File: src/rtl/config_loader.sv
// config_loader: packet-driven configuration sequencer feeding the neuron core's config memories.
// Optional header parity check is enabled by defining CFG_LOADER_PARITY_EN.
module config_loader #(
    parameter int DSIZE                   = 16,
    parameter int NURN_CNT_BIT_WIDTH      = 8,
    parameter int AXON_CNT_BIT_WIDTH      = 8,
    parameter int CONFIG_PARAMETER_NUMBER = 9
) (
    input  logic                               clk_i,
    input  logic                               rst_i,
    input  logic [DSIZE*2-1:0]                 pkt_data_i,
    input  logic                               pkt_valid_i,
    output logic                               pkt_ready_o,
    output logic [DSIZE*4-1:0]                 cfg_data_o,
    output logic [NURN_CNT_BIT_WIDTH-1:0]      cfg_addr_o,
    output logic [CONFIG_PARAMETER_NUMBER-1:0] cfg_we_o,
    output logic                               cfg_ce_o,
    output logic [NURN_CNT_BIT_WIDTH-1:0]      Number_Neuron_o,
    output logic [AXON_CNT_BIT_WIDTH-1:0]      Number_Axon_o,
    output logic                               busy_o,
    output logic                               done_o,
    output logic                               err_o
);
    localparam int W  = DSIZE * 2;
    localparam int NW = NURN_CNT_BIT_WIDTH;
    localparam int AW = AXON_CNT_BIT_WIDTH;
    localparam int CW = CONFIG_PARAMETER_NUMBER;
    localparam logic [CW-1:0] WE_ONE = CW'(1);

    typedef enum logic [2:0] {IDLE, LO, HI, WRITE, DROP} state_e;

    state_e           state_q, state_d;
    logic [3:0]       tgt_q, tgt_d;
    logic [NW-1:0]    base_q, base_d, addr_q, addr_d, nn_q, nn_d;
    logic [AW-1:0]    na_q, na_d;
    logic [7:0]       n_q, n_d, idx_q, idx_d, drop_q, drop_d;
    logic [W-1:0]     lo_q, lo_d;
    logic [2*W-1:0]   data_q, data_d;
    logic             err_q, err_d;
    logic             acc, two_word, hdr_bad, fin;

    assign acc      = pkt_valid_i && pkt_ready_o;
    assign two_word = tgt_q != 4'd2 && tgt_q != 4'd7;
    assign fin      = acc && (state_q == HI || (state_q == LO && !two_word));
`ifdef CFG_LOADER_PARITY_EN
    assign hdr_bad  = pkt_data_i[31] | (^pkt_data_i);
`else
    assign hdr_bad  = pkt_data_i[31];
`endif

    always_ff @(posedge clk_i) begin
        if (rst_i) begin
            state_q <= IDLE;
            tgt_q   <= '0;
            base_q  <= '0;
            addr_q  <= '0;
            nn_q    <= '0;
            na_q    <= '0;
            n_q     <= '0;
            idx_q   <= '0;
            drop_q  <= '0;
            lo_q    <= '0;
            data_q  <= '0;
            err_q   <= 1'b0;
        end else begin
            state_q <= state_d;
            tgt_q   <= tgt_d;
            base_q  <= base_d;
            addr_q  <= addr_d;
            nn_q    <= nn_d;
            na_q    <= na_d;
            n_q     <= n_d;
            idx_q   <= idx_d;
            drop_q  <= drop_d;
            lo_q    <= lo_d;
            data_q  <= data_d;
            err_q   <= err_d;
        end
    end

    always_comb begin
        state_d = state_q;
        case (state_q)
            IDLE:    if (acc) state_d = hdr_bad ? DROP : LO;
            LO:      if (acc) state_d = two_word ? HI : WRITE;
            HI:      if (acc) state_d = WRITE;
            WRITE:   state_d = (idx_q == n_q || tgt_q == 4'd7) ? IDLE : LO;
            DROP:    if (acc && drop_q == 8'd0) state_d = IDLE;
            default: state_d = IDLE;
        endcase
    end

    // Output registers (data/addr/counts) only change when an entry completes,
    // so cfg_data_o/cfg_addr_o hold between writes while the next entry assembles.
    always_comb begin
        tgt_d  = tgt_q;
        base_d = base_q;
        addr_d = addr_q;
        nn_d   = nn_q;
        na_d   = na_q;
        n_d    = n_q;
        idx_d  = idx_q;
        drop_d = drop_q;
        lo_d   = lo_q;
        data_d = data_q;
        err_d  = 1'b0;
        if (state_q == IDLE && acc) begin
            tgt_d  = pkt_data_i[31:28];
            base_d = NW'(pkt_data_i[27:20]);
            n_d    = pkt_data_i[19:12];
            drop_d = pkt_data_i[19:12];
            idx_d  = 8'd0;
            err_d  = hdr_bad;
        end
        if (state_q == LO && acc)
            lo_d = pkt_data_i;
        if (fin && tgt_q == 4'd7) begin
            nn_d = NW'(pkt_data_i[15:8]);
            na_d = AW'(pkt_data_i[7:0]);
        end else if (fin) begin
            data_d = state_q == HI ? {pkt_data_i, lo_q} : {{W{1'b0}}, pkt_data_i};
            addr_d = base_q + NW'(idx_q);
        end
        if (state_q == WRITE && state_d == LO)
            idx_d = idx_q + 8'd1;
        if (state_q == DROP && acc)
            drop_d = drop_q - 8'd1;
    end

    always_comb begin
        pkt_ready_o     = state_q != WRITE;
        busy_o          = state_q != IDLE;
        cfg_we_o        = (state_q == WRITE && tgt_q < 4'd7) ? WE_ONE << tgt_q : '0;
        cfg_ce_o        = |cfg_we_o;
        done_o          = state_q == WRITE && (idx_q == n_q || tgt_q == 4'd7);
        err_o           = err_q;
        cfg_data_o      = data_q;
        cfg_addr_o      = addr_q;
        Number_Neuron_o = nn_q;
        Number_Axon_o   = na_q;
    end
endmodule

File: config.mk
export PLATFORM = sky130hd
export DESIGN_NAME = config_loader
export DESIGN_NICKNAME = d
export VERILOG_FILES = /design/src/rtl/config_loader.sv
export SDC_FILE = /design/constraint.sdc
export NUM_CORES = 1
export LEC_CHECK = 0
export BUFFER_PORTS_ARGS = -buffer_cell sky130_fd_sc_hd__buf_4
export CAP_MARGIN = 40
export CORE_MARGIN = 2
export CORE_UTILIZATION = 51
export CTS_BUF_LIST = sky130_fd_sc_hd__clkbuf_8
export DETAILED_ROUTE_END_ITERATION = 12
export GPL_TIMING_DRIVEN = 0
export PLACE_DENSITY = 0.87
export REMOVE_ABC_BUFFERS = 1
export SLEW_MARGIN = 20
export SYNTH_ARGS = -nofsm -noshare
export SYNTH_HDL_FRONTEND = slang
export SYNTH_SLANG_ARGS = --single-unit
File: constraint.sdc
create_clock -name clk_i -period 1.8 [get_ports clk_i]
set_clock_uncertainty 0.1 [all_clocks]
set_input_delay 0.27 -clock clk_i [delete_from_list [all_inputs] [get_ports clk_i]]
set_output_delay 0.27 -clock clk_i [all_outputs]
set_load 0.01 [all_outputs]
After elaboration in Yosys (flattened, before gate mapping)
Cells that the tools add are included.
{ "classes": {"add_sub_neg": 3, "multipliers": 0, "n_div": 0, "magnitude_cmp": 1, "n_eq_ne": 10, "n_shift": 1, "muxes": 14, "bitwise": 2, "n_reduce_logical": 23} }
{ "ops": {"columns": ["op", "n"], "rows": [
  ["64-bit 2-to-1 mux", 1],
  ["8-bit 2-to-1 mux", 4],
  ["3-bit 2-to-1 mux", 5],
  ["3-bit one-hot mux with 5 select lines", 1],
  ["1-bit logical AND", 12],
  ["9-bit 2-to-1 mux", 1],
  ["9-bit OR reduction", 1],
  ["1-bit by 4-bit << shifter with 9-bit output, first input constant", 1],
  ["8-bit by 1-bit adder with 8-bit output, second input constant", 1],
  ["8-bit adder", 1],
  ["8-bit equality test", 1],
  ["8-bit logical NOT", 1],
  ["8-bit by 1-bit subtractor with 8-bit output, second input constant", 1],
  ["3-bit by 1-bit equality test with 1-bit output, second input constant", 2],
  ["3-bit by 2-bit equality test with 1-bit output, second input constant", 2],
  ["4-bit by 3-bit equality test with 1-bit output, second input constant", 1],
  ["4-bit by 3-bit < comparator with 1-bit output, second input constant", 1],
  ["4-bit by 2-bit != test with 1-bit output, second input constant", 1],
  ["4-bit by 3-bit != test with 1-bit output, second input constant", 1],
  ["2-bit nonzero test", 2],
  ["3-bit equality test, second input constant", 1],
  ["3-bit logical NOT", 1],
  ["3-bit by 2-bit != test with 1-bit output, second input constant", 1],
  ["3-bit nonzero test", 1],
  ["other kinds (6)", 9]
]} }
{ "word_totals": {"regBits": 160, "latch_bits": 0, "ram_bits": 0, "mem_bits_ro": 0, "input_bits": 35, "out_inout_bits": 102, "elab_cells": 66, "memories": 0} }

Depth between registers and ports, before layout
{ "logic_depth": {"word_depth": 9, "ltp_mapped": 8, "mapped_depth_nobuf": 8} }

Least setup slack after synthesis
OpenSTA, ideal clock, no wires.
{ "synth_path": {"kind": "register to register", "startpoint": "register tgt_q[2]", "endpoint": "register addr_q[6] (netlist: cfg_addr_o[6])", "setup_ns": 0.062, "t_arrival_ns": 1.713, "required_ns": 1.638, "slack_ns": -0.075, "path_stages_with_launch": 7, "period_less_slack_ns": 1.875, "cell_sequence": "dfxtp_1 and4b_1 buf_6 or3_1 clkbuf_1 or4_1 nand3_1"} }
{ "synth_between": {"elab_chain_cells": 9, "elab_cells_between_ends": 11} }
{ "synth_lines": {"columns": ["element", "line", "rtl"], "rows": [
  ["start: declaration", "33", "logic [3:0] tgt_q, tgt_d;"],
  ["start signal: assignment", "67", "tgt_q <= tgt_d;"],
  ["4-bit by 2-bit != test with 1-bit output or 4-bit by 3-bit != test with 1-bit output (tied branches)", "43", "assign two_word = tgt_q != 4'd2 && tgt_q != 4'd7;"],
  ["1-bit logical AND", "43", null],
  ["1-bit logical NOT", "44", "assign fin = acc && (state_q == HI || (state_q == LO && !two_word));"],
  ["1-bit logical AND", "44", null],
  ["1-bit logical OR", "44", null],
  ["1-bit logical AND", "44", null],
  ["1-bit logical AND", "117", "if (fin && tgt_q == 4'd7) begin"],
  ["1-bit inverter (no line)", null, null],
  ["2-bit AND reduction (no line) *", null, null],
  ["end signal: assignment", "69", "addr_q <= addr_d;"],
  ["end: declaration", "34", "logic [NW-1:0] base_q, base_d, addr_q, addr_d, nn_q, nn_d;"]
]} }
Every way passes the cells marked *; elsewhere a longest branch is shown, timed or not.
A chain may end at the register's enable or synchronous reset.

Final worst setup path
{ "layout_path": {"startpoint": "register idx_q[7]", "endpoint": "output done_o"} }
{ "layout_between": {"elab_chain_cells": 3} }
{ "layout_lines": {"columns": ["element", "line", "rtl"], "rows": [
  ["start: declaration", "36", "logic [7:0] n_q, n_d, idx_q, idx_d, drop_q, drop_d;"],
  ["start signal: assignment", "73", "idx_q <= idx_d;"],
  ["8-bit equality test", "135", "done_o = state_q == WRITE && (idx_q == n_q || tgt_q == 4'd7);"],
  ["1-bit logical OR", "135", null],
  ["1-bit logical AND", "135", null],
  ["end: declaration", "21", "output logic done_o,"]
]} }
No other way between the ends.

==> flow_metrics.py <==
metrics = {
    "floorplanning": {
        "core_sq_um": 13100,
        "fp.dieW_microns": 119,
        "io_pins": 137,
        "die_area_sq_um": 14200,
        "num_rows": 42,
        "initial_core_util_pct": 51.7,
        "die_y_microns": 119,
    },
    "critical_path": {
        "critPathCaptureType": "output port",
        "reg2reg_depth": 11,
        "crit_family": "simple AND/OR/NAND/NOR gates",
        "cp.arrival_ns": 1.82,
        "cp_cell_sequence": "xnor2_1 -> nand4_1 -> nor2_2 -> nor2_2 -> nor2_2 -> buf_4",
        "critPathLaunchType": "flop",
        "path_buf_inv": 1,
        "cp.required_ns": 1.43,
        "crit_top_cell": "nor2_2",
        "path_class": "flop to output port",
        "cp_max_fo": 4,
        "max_stage_delay_ns": 0.35,
        "crit_cells": 6,
        "critPathSlowestCell": "dfxtp_2",
    },
    "finish": {
        "nNetsFinal": 1082,
        "fillers": 669,
        "drive_gt1_share_pct": 44.9,
        "final_cells": 1223,
        "syn2layout_area_growth_pct": 61.7,
        "n_antenna_cell": 0,
    },
    "synth": {
        "syn_area_sq_um": 6770,
        "netlist_top_cells_area": "dfxtp_1 (47%), nand2_1 (8.8%), a21oi_1 (8.0%), mux2i_1 (7.2%), a211oi_1 (4.2%)",
        "synth-warning-count": 0,
        "ys_ff_latch": 160,
        "synth_commonest_cells": "dfxtp_1 (160), nand2_1 (159), a21oi_1 (108)",
        "synthAdderAreaFrac_pct": 2.14,
        "synthFlopType": "dfxtp_1",
        "yosysMostFrequentCell": "dfxtp_1",
        "ys_types": 46,
        "yosys.area_share.simple_pct": 21.4,
        "synth-async-reset-ratio_pct": 0,
        "synth-compound-area-share_pct": 15.9,
        "synth_top_cell_by_area": "dfxtp_1",
        "synthMuxAreaShare_pct": 7.24,
        "synth_top_area_share_pct": 47.3,
        "ys_seq_area_share_pct": 47.3,
        "synth_top_family_by_area": "simple AND/OR/NAND/NOR gates",
        "synth_xor_area_share_pct": 1.42,
        "synth_edf_count": 0,
        "syn_avg_cell_area_sq_um": 8.27,
        "netlist_instances": 819,
    },
    "power_and_ir_drop": {
        "powerDensity_nw_per_um2": 710,
        "pwr-share-seq_pct": 48.2,
        "intPower_mw": 5.60,
        "pwr-share-comb_pct": 16.8,
        "power.switching_mw": 2.18,
        "switching_share_pct": 28.0,
        "p_leak_nw": 4.06,
        "ir_worst_vdd_uv": 650,
        "power.total_mw": 7.77,
        "p_clk_share_pct": 35.0,
    },
    "timing": {
        "tightest_slew_ns": 0.764,
        "setup_viol": 118,
        "slew_headroom_pct": 49.1,
        "rsz0062_at_grt": "true",
        "period_share_pct": 122,
        "fmax_mhz": 457,
        "slew_viol_final": 0,
        "hold_viol": 0,
        "timing.final.crit_period_ns": 2.19,
        "fin_ws_ns": -0.390,
        "hold_slack_ns": 0.150,
    },
    "grt": {
        "grt_pass1_vias": 6407,
        "grt_pass1_wl_microns": 32400,
        "antenna_found_initial": 0,
        "grt_max_degree": 87,
        "grtUsageTotal_pct": 28.6,
        "gr-total-overflow": 0,
    },
    "run": {
        "maxCapViolations": 0,
    },
    "clocking": {
        "clk_latency_ns": 0.47,
        "clkTransAtPathRegs_ns": 0.08,
        "clockRootBuffer": "clkbuf_8",
        "cts_tree": "built",
        "ctsLongestPathBuffers": 2,
        "cts.htree.levels": 4,
        "numCtsBuffers": 17,
        "cts.sinks": 160,
    },
    "placed_design": {
        "place_inst": 1078,
        "gp_congestion": 0.861,
        "portBuffers": 134,
        "pre_cts_slack_ns": -1.20,
        "hpwl_microns": 11100,
    },
    "detailed_routing": {
        "routedWlPerCell_microns": 22.4,
        "ant_nets": 0,
        "viasPerCell": 6.11,
        "num_vias": 7468,
        "first_pass_iters": 6,
        "wl_microns": 27400,
        "drtIter0Drc": 763,
        "drc": 0,
    },
    "run_status": {
        "failed_checks": "setup timing",
        "outcome": "complete, but fails checks",
    },
    "hold_path": {
        "worstHoldPathCells": 3,
        "min_path_type": "input pin to flop",
    },
}
worst paths after layout:
path,startpoint,to,slack (ns)
hold reg to reg,lo_q[3],lo_q[3],0.36
hold / removal,pkt_valid_i,state_q[1],0.15
setup reg to reg,state_q[0],cfg_data_o[20],-0.31
setup / recovery,idx_q[7],done_o,-0.39
flip-flops by register name, indices dropped and copies added (netlist names), 8 cells and up:
signal	count
idx_q	8
cfg_data_o	64
Number_Neuron_o	8
Number_Axon_o	8
drop_q	8
base_q	8
cfg_addr_o	8
n_q	8
lo_q	32
metal layers:
metal | vias up | GRT usage [%] | routed length (microns)
met5 | - | 0 | 0
met4 | 0 | 12.1 | 1670
met3 | 156 | 6.90 | 2430
met2 | 506 | 48.2 | 13200
met1 | 3564 | 35.0 | 10200
li1 | 3242 | - | -
what timing repair did:
item / 4_1_cts / 5_1_grt
resized for setup: 83 / 246
pin swaps: 28 / 105
cloned: 6 / 16
setup endpoints to repair: 163 / 107
hold buffers: 32 / 0
buffers inserted: 32 / 32
hold endpoints to repair: 79 / 0
worst min-delay path, cell delays in order:
cell and delay (ns):
buf_4 0.17, a21oi_1 0.17, nor3_1 0.07
per-stage QoR:
step / utilization (%) / area (sq um) / TNS (ns)
floorplan: - / 6500 / -202.10
global placement: 59.1 / 7730 / -395.75
detailed placement: 61.0 / 7980 / -84.17
CTS: 71.1 / 9310 / -2.02
global route: 83.7 / 10900 / -20.76
finish: 83.7 / 10900 / -17.59
cells by family after synthesis:
| kind of cell | after synthesis |
|---|---|
| DFF | 160 |
| AOI/OAI and AO/OA | 183 |
| muxes | 49 |
| buffers and inverters | 72 |
| adders and majority gates | 11 |
| and+or+nand+nor | 332 |
| other | 1 |
| xor gates and xnor gates | 11 |
cell usage in the layout (no fill, tap or decap), types with 5 or more instances in the layout:
master	synthesis	layout
a211oi_1	38	12
a211oi_2	0	26
a21oi_1	108	75
a21oi_2	0	33
buf_12	0	10
buf_16	0	8
buf_4	3	164
buf_6	1	26
buf_8	0	5
clkbuf_16	0	12
clkbuf_8	0	22
dfxtp_1	160	141
dfxtp_2	0	7
dfxtp_4	0	12
dlygate4sd3_1	0	32
ha_1	10	5
ha_4	0	5
inv_1	9	9
mux2i_1	49	35
mux2i_2	0	10
nand2_1	159	147
nand2_4	0	9
nand2b_1	9	8
nand3_1	44	15
nand3_2	0	14
nand3_4	0	15
nor2_1	76	39
nor2_2	0	25
nor2_4	0	13
nor2b_1	8	6
nor3_1	8	5
o21ai_0	13	10
xnor2_2	0	8
layout make-up:
class / count / area (sq um) / area share, %
multi-input combinational: 591 / 4400 / 40.2
sequential: 160 / 3260 / 29.7
timing repair buffer: 257 / 2640 / 24.1
clock buffer: 22 / 303 / 2.77
tap: 176 / 220 / 2.01
clock inverter: 8 / 88.8 / 0.811
inverter: 9 / 40.0 / 0.366
power groups by stage:
stage,clock network (mW),registers [mW],logic (mW)
finish,2.72,3.74,1.31
detailed placement,0,3.81,0.745
global placement,0,3.80,0.699
CTS,2.67,3.72,0.928
floorplan,0,3.80,0.388
global route,2.87,3.75,1.36
Power figures use the tool's default switching activity.
